### src/rtl/counter_pkg.sv
// Shared types, default sizing and the modular step function for the 4-bit counter datapath.
package counter_pkg;

  localparam int unsigned CNT_WIDTH = 4;
  localparam int unsigned CNT_MOD   = 16;

  typedef logic [CNT_WIDTH-1:0] count_t;

  typedef enum logic {
    DIR_DOWN = 1'b0,
    DIR_UP   = 1'b1
  } dir_e;

  // One modular step; operands are widened so any WIDTH up to 8 fits.
  function automatic logic [7:0] next_count(input logic [7:0] count,
                                            input logic up_dn,
                                            input int unsigned mod);
    int unsigned c;
    c = 32'(count);
    if (up_dn) c = (c == mod - 32'd1) ? 32'd0 : c + 32'd1;
    else       c = (c == 32'd0) ? mod - 32'd1 : c - 32'd1;
    return 8'(c);
  endfunction

endpackage

### src/rtl/dff_ms_asyn_rstn.sv
// Master-slave D flip-flop from a clk-low master latch and a clk-high slave stage,
// both cleared asynchronously by reset_n to RST_VAL.
module dff_ms_asyn_rstn #(
  parameter logic RST_VAL = 1'b0
) (
  input  logic clk,
  input  logic reset_n,
  input  logic d,
  output logic q
);

  logic m;

  always_latch begin
    if (!reset_n)  m <= RST_VAL;
    else if (!clk) m <= d;
  end

  // The slave is only open while the master is closed, so it behaves as a rising-edge capture of m.
  always_ff @(posedge clk or negedge reset_n) begin
    if (!reset_n) q <= RST_VAL;
    else          q <= m;
  end

endmodule

### src/rtl/counter_4bit_ms.sv
// Up/down modulus counter with load, terminal count and wrap pulse, stored in master-slave flops.
// Optional build macro COUNTER_SATURATE_EN: saturate at the ends instead of wrapping.
module counter_4bit_ms
  import counter_pkg::*;
#(
  parameter int unsigned WIDTH     = CNT_WIDTH,
  parameter int unsigned MOD       = CNT_MOD,
  parameter int unsigned RESET_VAL = 0
) (
  input  logic             clk,
  input  logic             reset_n,
  input  logic             en,
  input  logic             up_dn,
  input  logic             load,
  input  logic [WIDTH-1:0] load_val,
  output logic [WIDTH-1:0] count,
  output logic             tc,
  output logic             wrap
);

  localparam logic [WIDTH-1:0] MAX_V    = WIDTH'(MOD - 1);
  localparam logic [WIDTH:0]   MOD_W    = (WIDTH+1)'(MOD);
  localparam logic [WIDTH-1:0] RST_BITS = WIDTH'(RESET_VAL);

  dir_e             dir;
  logic             load_ok;
  logic [WIDTH-1:0] step_val;
  logic [WIDTH-1:0] count_d;
  logic             wrap_d;

  assign dir      = dir_e'(up_dn);
  assign tc       = (dir == DIR_UP) ? (count == MAX_V) : (count == '0);
  assign load_ok  = ({1'b0, load_val} < MOD_W);
  assign step_val = WIDTH'(next_count(8'(count), up_dn, MOD));

  always_comb begin
    count_d = count;
    wrap_d  = 1'b0;
    if (load) begin
      count_d = load_ok ? load_val : MAX_V;
    end else if (en) begin
`ifdef COUNTER_SATURATE_EN
      count_d = tc ? count : step_val;
`else
      count_d = step_val;
      wrap_d  = tc;
`endif
    end
  end

  for (genvar i = 0; i < WIDTH; i++) begin : g_bit
    dff_ms_asyn_rstn #(
      .RST_VAL(RST_BITS[i])
    ) u_ff (
      .clk    (clk),
      .reset_n(reset_n),
      .d      (count_d[i]),
      .q      (count[i])
    );
  end

  dff_ms_asyn_rstn #(
    .RST_VAL(1'b0)
  ) u_wrap_ff (
    .clk    (clk),
    .reset_n(reset_n),
    .d      (wrap_d),
    .q      (wrap)
  );

endmodule
### config.mk
export PLATFORM = sky130hd
export DESIGN_NAME = counter_4bit_ms
export DESIGN_NICKNAME = d
export VERILOG_FILES = /design/src/rtl/counter_pkg.sv /design/src/rtl/dff_ms_asyn_rstn.sv /design/src/rtl/counter_4bit_ms.sv
export SDC_FILE = /design/constraint.sdc
export NUM_CORES = 1
export LEC_CHECK = 0
export BUFFER_PORTS_ARGS = -buffer_cell sky130_fd_sc_hd__buf_4
export CORE_AREA = 2 2 39 41
export DETAILED_ROUTE_END_ITERATION = 8
export DIE_AREA = 0 0 41 43
export PLACE_DENSITY = 0.69
export SLEW_MARGIN = 20
export SYNTH_ARGS = -nofsm -noshare
export SYNTH_HDL_FRONTEND = slang
export SYNTH_SLANG_ARGS = --single-unit
### constraint.sdc
create_clock -name clk -period 1.9 [get_ports clk]
set_clock_uncertainty 0.1 [all_clocks]
set_input_delay 0.19 -clock clk [delete_from_list [all_inputs] [get_ports clk]]
set_output_delay 0.19 -clock clk [all_outputs]
set_load 0.01 [all_outputs]
==> summary.txt, run 1 <==
Status
  • Status: complete, but fails checks
  • Violated checks: negative setup slack

Synth
  • Cells after Synth: 54
  • Synth top area cells: dfrtp_1, dlxtp_1, o21ai_0, buf_4, ha_1
  • Synth top cells by count: o21ai_0, dfrtp_1, dlxtp_1
  • Xor/xnor share of the synthesized area: 3.55%
  • Synth Area in Simple Gates: 16.5%
  • Synth top area share: 25.4%
  • Largest family of logic cells by synthesized area: compound AO/OA/AOI/OAI gates
  • Synth Area in Compound Gates: 20.1%
  • Mean Syn Cell Area: 9.13 um^2
  • Area leader, netlist: dfrtp_1
  • Synthesized flop and latch total: 10
  • Ys Warns: 0
  • Synth Net Count: 65
  • Top_reg_cell synth: dlxtp_1
  • Asr flop ratio synth: 50.0%
  • Count of different cell masters after synthesis: 27
  • Count leader, synth: o21ai_0
  • Multiplexer share of the synthesized area: 4.31%
  • Mapped Area: 493 um^2
  • Post-synth EDFFs: 0
  • Synth Area in Adders: 5.08%

Timing
  • Slew Limit Fails: 0
  • Fmax: 471 MHz
  • Final period utilization: 112%
  • Fin worst setup slack: -0.222 ns
  • Hold_ws: 0.224 ns
  • RSZ-0062 raised after global routing: yes
  • Final hold vios: 0
  • Final setup viols: 3
  • Worst-Margin Slew: 0.351 ns
  • Slew margin rel.: 76.6%
  • Setup_tns: -0.284 ns
  • Minimum clock period: 2.12 ns

Worst setup path
  • Critical Path RT: 1.61 ns
  • Crit Path Class: reg2out
  • CP arrival: 1.83 ns
  • Crit start category: flop
  • Critical Path Fanout Max: 4
  • Crit. End Element: output pin

Final layout
  • # fillers: 136
  • Area Growth Syn to Fin: 73.9%
  • Final nets: 104
  • Inserted Diodes: 0
  • Layout cells sized above 1: 43.0%
  • Post-route cell area: 857 um^2
  • Finished Core Util: 61.9%
  • Finished Layout Cells: 109

Placement
  • Placed insts: 84
  • Post-place setup slack: -0.0573 ns
  • GPL Wtd Cong: 0.733
  • Post-DP Area: 629 um^2
  • Post-DP HPWL: 797 um
  • Port bufs: 14

Global route
  • GR Util All Layers: 20.2%
  • Antenna violations before repair: 0
  • Vias in the first global route: 520
  • Largest net degree at the start of global routing: 11
  • Total grt overflow: 0
  • First-pass GRT wire length: 2060 um

Pwr
  • Total Power: 636 uW
  • Static Leak: 0.426 nW
  • Max VDD drop: 0.000409 V
  • PD cells: 742 nW/um^2

Detailed routing
  • Via density: 4.93
  • Vias: 537
  • DRT Wirelength: 1300 um
  • Residual DRC: 0
  • DR WL/cell: 11.9 um
  • Detail Route Antenna Nets: 0
  • Initial DRT Pass Iterations: 4
  • Initial DRC count: 1

Floorplan
  • Rows: 14
  • Die span in x: 41 um
  • Initial Util: 35.6%
  • Die area: 1760 um^2
  • Chip Height: 43 um
  • I/O pins: 15
  • Core Region: 1380 um^2

CTS
  • Worst-Skew Late Latency: 0.54 ns
  • CTS tree: yes
  • CTS clk-pin slew, worst paths: 0.04 ns

Run
  • Max_cap viols: 0

Hold path
  • Min-delay worst type: in2async
## worst max-delay path: stages, from the launching register on
cell     delay (ns)
dfrtp_1        0.41
inv_2          0.10
ha_4           0.14
or3b_4         0.38
o21ai_2        0.13
buf_4          0.12
buf_6          0.09
## cell families after synthesis
| family | count (synthesis) |
|---|---|
| AO/OA/AOI/OAI | 15 |
| XOR/XNOR | 2 |
| adder cells (fa/ha/maj) | 2 |
| buffers and inverters | 9 |
| flip-flops | 5 |
| latches | 5 |
| multiplexers | 2 |
| AND/OR/NAND/NOR | 14 |
## sequential cells by signal, summed over array words and instances (netlist names)
| name | count |
|---|---|
| g_bit.u_ff.m | 4 |
| g_bit.u_ff.q | 4 |
| u_wrap_ff.m | 1 |
| u_wrap_ff.q | 1 |
## where the power goes
part | switching (mW) | internal [mW]
logic | 0.0594 | 0.0897
registers | 0.0107 | 0.160
clock network | 0.0998 | 0.216
total | 0.170 | 0.466
## per-layer routing
metal	vias to the layer above	GRT usage, %	wire length [um]
li1	267	-	-
met1	254	18.0	531
met2	14	24.7	697
met3	2	16.8	57
met4	0	22.7	16
met5	-	0	0
## final cells by class
class                      instances  area [um^2]  share of cell area (%)
clock buffer                      12         82.6                    9.64
inverter                           4         15.0                    1.75
multi-input combinational         35          263                    30.7
sequential                        10          201                    23.5
tap                               16         20.0                    2.34
timing repair buffer              32          275                    32.1
## final timing paths
path / from / to / slack, ns / cells past startpoint
setup / recovery: g_bit[1].u_ff.q$_DFF_PN0_ / tc / -0.22 / 6
hold / removal: reset_n / u_wrap_ff.q$_DFF_PN0_ / 0.22 / 3
setup reg to reg: g_bit[3].u_ff.m$_DLATCH_P_ / g_bit[3].u_ff.q$_DFF_PN0_ / -0.04 / 1
hold reg to reg: g_bit[3].u_ff.q$_DFF_PN0_ / g_bit[3].u_ff.m$_DLATCH_P_ / 0.61 / 2
max in group gated: reset_n / clock gate / 0.18 / 4
max in group asynchronous: reset_n / g_bit[0].u_ff.q$_DFF_PN0_ / 1.20 / 3
min in group clk: load_val[0] / g_bit[0].u_ff.m$_DLATCH_P_ / 0.41 / 4
min in group gated: reset_n / clock gate / 0.54 / 4
## what timing repair did
item | in CTS | in global routing
resized for setup | 4 | 2
hold buffers | 9 | 1
cloned | 0 | 0
setup endpoints to repair | 4 | 5
hold endpoints to repair | 11 | 1
pin swaps | 3 | 1
buffers inserted | 2 | 1
## cell usage in the layout, fill, tap and decap left out, types with 2 or more instances in the layout
cell / count
inv_2: 2
dlygate4sd3_1: 9
buf_4: 20
dlxtp_1: 5
clkbuf_4: 10
dfrtp_1: 4
buf_6: 2
inv_1: 2
nand2_1: 4
and3_1: 2
xnor2_1: 2
o21ai_0: 5
a21oi_1: 4
clkbuf_1: 2
Note: power is estimated with default switching activity, not from simulation.
==> inputs of run 2 (changes only) <==
--- a/config.mk
+++ b/config.mk
@@ -6,10 +6,10 @@
 export NUM_CORES = 1
 export LEC_CHECK = 0
 export BUFFER_PORTS_ARGS = -buffer_cell sky130_fd_sc_hd__buf_4
-export CORE_AREA = 2 2 39 41
+export CORE_AREA = 3 3 40 42
 export DETAILED_ROUTE_END_ITERATION = 8
-export DIE_AREA = 0 0 41 43
-export PLACE_DENSITY = 0.69
+export DIE_AREA = 0 0 43 45
+export PLACE_DENSITY_LB_ADDON = 0.08
 export SLEW_MARGIN = 20
 export SYNTH_ARGS = -nofsm -noshare
 export SYNTH_HDL_FRONTEND = slang
==> run 2 against run 1 <==
Against the previous run: the run still ends with negative setup slack left; register-to-register slack improved by 0.02 ns; via count is 2.6% lower; sequential share of layout area grew 0.39 points; sequential power about the same; power increased by 1.2%; utilization up 4.1 points; combinational power about the same; critical path depth did not move; worst setup slack lost 0.0031 ns; final area down 1.0%; clock power rose by 2%; critical endpoint unchanged; largest cell class unchanged; highest routed layer unchanged.
==> summary.txt, run 2 (synthesis gave the netlist of run 1 again) <==
Status
  • Status: complete, but fails checks
  • Violated checks: negative setup slack

Hold path
  • Hold_sp: up_dn
  • Min-delay worst type: in2latch

Worst setup path
  • Crit path cell chain: inv_2, ha_4, or3b_4, o21ai_2, buf_4, buf_6
  • Setup crit start: g_bit[1].u_ff.q$_DFF_PN0_
  • Crit. End Element: output pin
  • Critical Path RT: 1.61 ns (about the same)
  • Crit Path Class: reg2out
  • Critical Path Fanout Max: 3 (-1)
  • Critical path's slowest cell: dfrtp_1
  • Crit start category: flop
  • CP peak stage delay: 0.41 ns (about the same)
  • Worst r2r src: u_wrap_ff.m$_DLATCH_P_
  • CP arrival: 1.84 ns (about the same)

Global route
  • Vias in the first global route: 595 (+14%)
  • First-pass GRT wire length: 2550 um (+23%)
  • GR Util All Layers: 19.9% (-0.34 points)
  • Total grt overflow: 0 (unchanged)
  • Largest net degree at the start of global routing: 12 (+1)
  • Antenna violations before repair: 0 (unchanged)

Pwr
  • Static Leak: 0.413 nW (-3.1%)
  • Logic pwr share: 23.1% (-0.3 points)
  • Seq pwr share: 27.1% (+0.2 points)
  • Net Sw Frac: 27.7% (+0.99 points)
  • Psw: 178 uW (+5.0%)
  • PD cells: 759 nW/um^2 (+2.3%)
  • Total Power: 644 uW (+1.2%)
  • Max VDD drop: 0.000576 V (+41%)
  • Clk pwr share: 49.8% (about the same)
  • P_int: 465 uW (-0.13%)

Detailed routing
  • Initial DRT Pass Iterations: 4 (unchanged)
  • Detail Route Antenna Nets: 0 (unchanged)
  • DRT Wirelength: 1430 um (+10%)
  • Initial DRC count: 9 (+8)
  • Vias: 523 (-2.6%)
  • Residual DRC: 0 (unchanged)
  • DR WL/cell: 13.4 um (+12%)
  • Via density: 4.89 (-0.79%)

Final layout
  • Final nets: 103 (-0.96%)
  • Area Growth Syn to Fin: 72.1%
  • Most frequent cells in the layout: buf_4, clkbuf_4, dlygate4sd3_1
  • Commonest non-fill, non-tap cell in the layout: buf_4
  • Layout cells sized above 1: 44.6% (+1.6 points)
  • Inserted Diodes: 0 (unchanged)
  • Largest regs: g_bit.u_ff.m: 4 flops, g_bit.u_ff.q: 4 flops

Floorplan
  • Die span in x: 43 um (+4.9%)
  • Die area: 1940 um^2 (+9.8%)
  • Rows: 13 (-1)
  • I/O pins: 15 (unchanged)
  • Initial Util: 38.4% (+2.7 points)
  • Chip Height: 45 um (+4.7%)
  • Core Region: 1280 um^2 (-7.1%)

CTS
  • CTS tree: yes
  • Worst-Skew Late Latency: 0.56 ns (+0.02 ns)
  • CTS clk-pin slew, worst paths: 0.04 ns (about the same)

Placement
  • Port bufs: 14 (unchanged)
  • Post-place setup slack: -0.0208 ns (+0.0365 ns)
  • Post-DP HPWL: 917 um (+15%)
  • GPL Wtd Cong: 0.738 (+0.72%)

Timing
  • Final setup viols: 2 (-1)
  • Final period utilization: 112% (+0.16 points)
  • Slew margin rel.: 72.2% (-4.4 points)
  • Worst-Margin Slew: 0.415 ns (+0.0647 ns)
  • Fmax: 471 MHz (-0.15%)
  • Slew Limit Fails: 0 (unchanged)
  • Fin worst setup slack: -0.225 ns (-0.00313 ns)
  • RSZ-0062 raised after global routing: yes
  • Final hold vios: 0 (unchanged)
  • Minimum clock period: 2.13 ns (+0.00313 ns)

Run
  • Max_cap viols: 0 (unchanged)
[run 2: layer usage]
layer / vias to the layer above / global-route usage (%) / part of all wire (%)
met5: - / 0 / 0
met4: 0 / 19.9 / 1.6
met3: 4 / 12.4 / 7.6
met2: 23 / 29.6 / 49
met1: 230 / 18.2 / 41
li1: 266 / - / -
[run 2: area by class of cell]
type | count | area, um^2
Timing Repair Buffer | 31 | 267
Clock buffer | 12 | 82.6
Multi-Input combinational cell | 35 | 263
Fill cell | 119 | 437
Tap cell | 15 | 18.8
Inverter | 4 | 15.0
Sequential cell | 10 | 203
[run 2: path summary, 6_finish.rpt]
kind,to,slack (ns),cells past startpoint
setup / recovery,tc,-0.23,6
hold / removal,u_wrap_ff.m$_DLATCH_P_,0.05,4
setup reg to reg,u_wrap_ff.q$_DFF_PN0_,-0.02,1
hold reg to reg,g_bit[3].u_ff.m$_DLATCH_P_,0.63,2
max in group gated,clock gate,0.31,3
max in group asynchronous,g_bit[2].u_ff.q$_DFF_PN0_,1.31,2
min in group asynchronous,u_wrap_ff.q$_DFF_PN0_,0.07,2
min in group gated,clock gate,0.38,3
[run 2: worst max-delay path, delay by kind of cell (launching register included)]
kind / cells / cell delay (ns)
adder cells (fa/ha/maj): 1 / 0.14
AND/OR/NAND/NOR: 1 / 0.38
buffers and inverters: 3 / 0.31
flip-flops: 1 / 0.41
AO/OA/AOI/OAI: 1 / 0.13
[run 2: per-stage QoR]
| step | cell area [um^2] | hold slack (ns) | std cells | setup TNS, ns | utilization [%] |
|---|---|---|---|---|---|
| after floorplan | 500 | -0.860 | 54 | 0 | - |
| after global placement | 636 | -0.705 | 84 | -0.0157 | 49.5 |
| after detailed placement | 636 | -0.704 | 84 | -0.0208 | 49.5 |
| after CTS | 841 | 0.0295 | 107 | -0.299 | 65.4 |
| after global routing | 848 | 0.00229 | 107 | -0.533 | 66.0 |
| final | 848 | 0.0522 | 107 | -0.249 | 66.0 |
[run 2: repair_timing]
item / CTS / global route
gates resized for setup: 5 / 2
buffers inserted: 2 / 0
hold endpoints to repair: 11 / 0
hold buffers: 9 / 0
pin swaps: 6 / 1
setup endpoints to repair: 3 / 4
[run 2: power groups by stage]
stage	registers (mW)	logic (mW)	clock network (mW)
global placement	0.175	0.120	0.0109
global route	0.176	0.164	0.356
CTS	0.174	0.146	0.332
detailed placement	0.176	0.119	0.0109
floorplan	0.174	0.0672	0.0109
finish	0.174	0.149	0.321
==> inputs of run 3 (changes only) <==
--- a/config.mk
+++ b/config.mk
@@ -6,9 +6,11 @@
 export NUM_CORES = 1
 export LEC_CHECK = 0
 export BUFFER_PORTS_ARGS = -buffer_cell sky130_fd_sc_hd__buf_4
-export CORE_AREA = 3 3 40 42
+export CELL_PAD_IN_SITES_DETAIL_PLACEMENT = 1
+export CELL_PAD_IN_SITES_GLOBAL_PLACEMENT = 1
+export CORE_MARGIN = 3
+export CORE_UTILIZATION = 34
 export DETAILED_ROUTE_END_ITERATION = 8
-export DIE_AREA = 0 0 43 45
 export PLACE_DENSITY_LB_ADDON = 0.08
 export SLEW_MARGIN = 20
 export SYNTH_ARGS = -nofsm -noshare
==> run 3 against run 2 <==
Against the previous run: the run still ends with negative setup slack left; power rose by 11%; first-iteration DRC count decreased by 11%; non-clock buffer count up 6; fmax shrank 4.6%; via count up 20%.
==> summary.txt, run 3 (synthesis gave the netlist of run 1 again) <==
Timing
  • Final setup viols: 5 (+3)
  • RSZ-0062 raised after global routing: yes
  • Slew Limit Fails: 0 (unchanged)
  • Worst-Margin Slew: 0.428 ns (+0.0124 ns)
  • Final period utilization: 117% (+5.4 points)
  • Minimum clock period: 2.23 ns (+0.103 ns)
  • Fmax: 449 MHz (-4.6%)
  • Final hold vios: 0 (unchanged)
  • Slew margin rel.: 71.5% (-0.73 points)
  • Setup_tns: -0.781 ns (-0.532 ns)
  • Fin worst setup slack: -0.329 ns (-0.103 ns)

Final layout
  • # fillers: 140 (+18%)
  • Final nets: 109 (+5.8%)
  • Most frequent cells in the layout: buf_4, clkbuf_4, dlygate4sd3_1
  • Inserted Diodes: 0 (unchanged)
  • Layout cells sized above 1: 53.1% (+8.5 points)
  • Area Growth Syn to Fin: 89.8%
  • Area occupied by multi-input gates: 300 um^2 (+14%)
  • Register area: 203 um^2 (unchanged)
  • Commonest non-fill, non-tap cell in the layout: buf_4
  • Largest regs: g_bit.u_ff.m: 4 flops, g_bit.u_ff.q: 4 flops

Global route
  • GR Util All Layers: 23.0% (+3.1 points)
  • Total grt overflow: 0 (unchanged)
  • Antenna violations before repair: 0 (unchanged)
  • First-pass GRT wire length: 2700 um (+6.2%)
  • Largest net degree at the start of global routing: 11 (-1)
  • Vias in the first global route: 583 (-2.0%)

Pwr
  • Clk pwr share: 47.6% (-2.2 points)
  • Max VDD drop: 0.000536 V (-7.0%)
  • PD cells: 763 nW/um^2 (+0.60%)
  • Net Sw Frac: 31.1% (+3.4 points)
  • Psw: 222 uW (+25%)
  • Total Power: 714 uW (+11%)
  • Seq pwr share: 24.7% (-2.4 points)
  • Static Leak: 0.450 nW (+9.0%)
  • Logic pwr share: 27.7% (+4.6 points)
  • P_int: 492 uW (+5.8%)

Detailed routing
  • Vias: 625 (+20%)
  • Detail Route Antenna Nets: 0 (unchanged)
  • DR WL/cell: 19.7 um (+47%)
  • Residual DRC: 0 (unchanged)
  • Initial DRT Pass Iterations: 4 (unchanged)
  • Via density: 5.53 (+13%)
  • DRT Wirelength: 2230 um (+56%)
  • Initial DRC count: 8 (-1)

Status
  • Violated checks: negative setup slack
  • Status: complete, but fails checks

Floorplan
  • Chip Height: 44.1 um (-2.1%)
  • Die span in x: 44.1 um (+2.5%)
  • Core Region: 1330 um^2 (+3.8%)
  • Initial Util: 37.0% (-1.4 points)
  • I/O pins: 15 (unchanged)
  • Rows: 13 (unchanged)
  • Die area: 1940 um^2 (+0.39%)

Worst setup path
  • Worst r2r src: g_bit[3].u_ff.m$_DLATCH_P_
  • Crit start category: flop
  • Buf+Inv Stages, Crit Path: 3 (unchanged)
  • Crit. End Element: output pin
  • Critical Path RT: 1.61 ns (about the same)
  • CP arrival: 1.94 ns (+0.10 ns)
  • Reg-to-reg endpoint: g_bit[3].u_ff.q$_DFF_PN0_
  • CP delay by family, top: flip-flops
  • Critical Path Fanout Max: 4 (+1)
  • Critical path's slowest cell: dfrtp_2
  • Setup crit start: g_bit[0].u_ff.q$_DFF_PN0_
  • Worst Reg-to-Reg Cells: 1 (unchanged)
  • Flop-to-flop setup slack: -0.22 ns (-0.20 ns)
  • Crit path cell chain: inv_2, ha_4, or3b_4, o21ai_2, buf_4, buf_6
  • Crit Path Class: reg2out
  • CP peak stage delay: 0.44 ns (+0.03 ns)

CTS
  • CTS clk-pin slew, worst paths: 0.05 ns (about the same)
  • Worst-Skew Late Latency: 0.56 ns (about the same)
  • CTS tree: yes

Placement
  • Post-DP HPWL: 1020 um (+11%)
  • Port bufs: 14 (unchanged)
  • GPL Wtd Cong: 0.756 (+2.4%)
  • Post-place setup slack: -0.112 ns (-0.0917 ns)

Run
  • Max_cap viols: 0 (unchanged)

Hold path
  • Min-delay worst type: in2async
[run 3: cell type report]
| class | instances | area share (%) |
|---|---|---|
| clock buffers | 12 | 8.82 |
| inverters | 4 | 1.60 |
| multi-input cells | 35 | 32.1 |
| flip-flops and latches | 10 | 21.7 |
| well taps | 15 | 2.01 |
| repair buffers | 37 | 33.8 |
[run 3: timing repair]
action / CTS / global route
hold buffers: 9 / 1
setup buffers: 2 / 5
hold endpoints to repair: 11 / 1
setup endpoints to repair: 4 / 4
gates resized for setup: 6 / 9
pin swaps: 5 / 7
[run 3: how the worst max path moves through the flow]
stage	to	slack (ns)	cells after the start
2_1_floorplan	u_wrap_ff.m$_DLATCH_P_	0	5
3_3_place_gp	g_bit[3].u_ff.q$_DFF_PN0_	-0.06	0
3_5_place_dp	g_bit[0].u_ff.q$_DFF_PN0_	-0.11	0
4_1_cts	tc	-0.25	6
5_1_grt	tc	-0.39	6
6_report	tc	-0.33	6
[run 3: metal layers]
metal | GRT usage (%) | part of all wire, % | vias to the layer above
met4 | 24.1 | 4.5 | 0
met5 | 0 | 0 | -
met3 | 14.2 | 8.3 | 14
met2 | 32.8 | 49 | 35
li1 | - | - | 278
met1 | 21.4 | 38 | 298
[run 3: through the flow]
stage / std cells / util (%) / instance area [um^2] / hold WS, ns
floorplan: 54 / - / 500 / -0.860
global placement: 84 / 47.7 / 636 / -0.707
detailed placement: 84 / 47.7 / 636 / -0.707
CTS: 107 / 63.3 / 845 / 0.273
global route: 113 / 70.2 / 936 / 0.288
finish: 113 / 70.2 / 936 / 0.251
[run 3: power by group through the flow]
stage	registers, mW	clock network (mW)	logic, mW
after floorplan	0.174	0.0109	0.0672
after global placement	0.176	0.0109	0.116
after detailed placement	0.177	0.0109	0.119
after CTS	0.176	0.333	0.150
after global routing	0.178	0.357	0.213
final	0.176	0.340	0.198
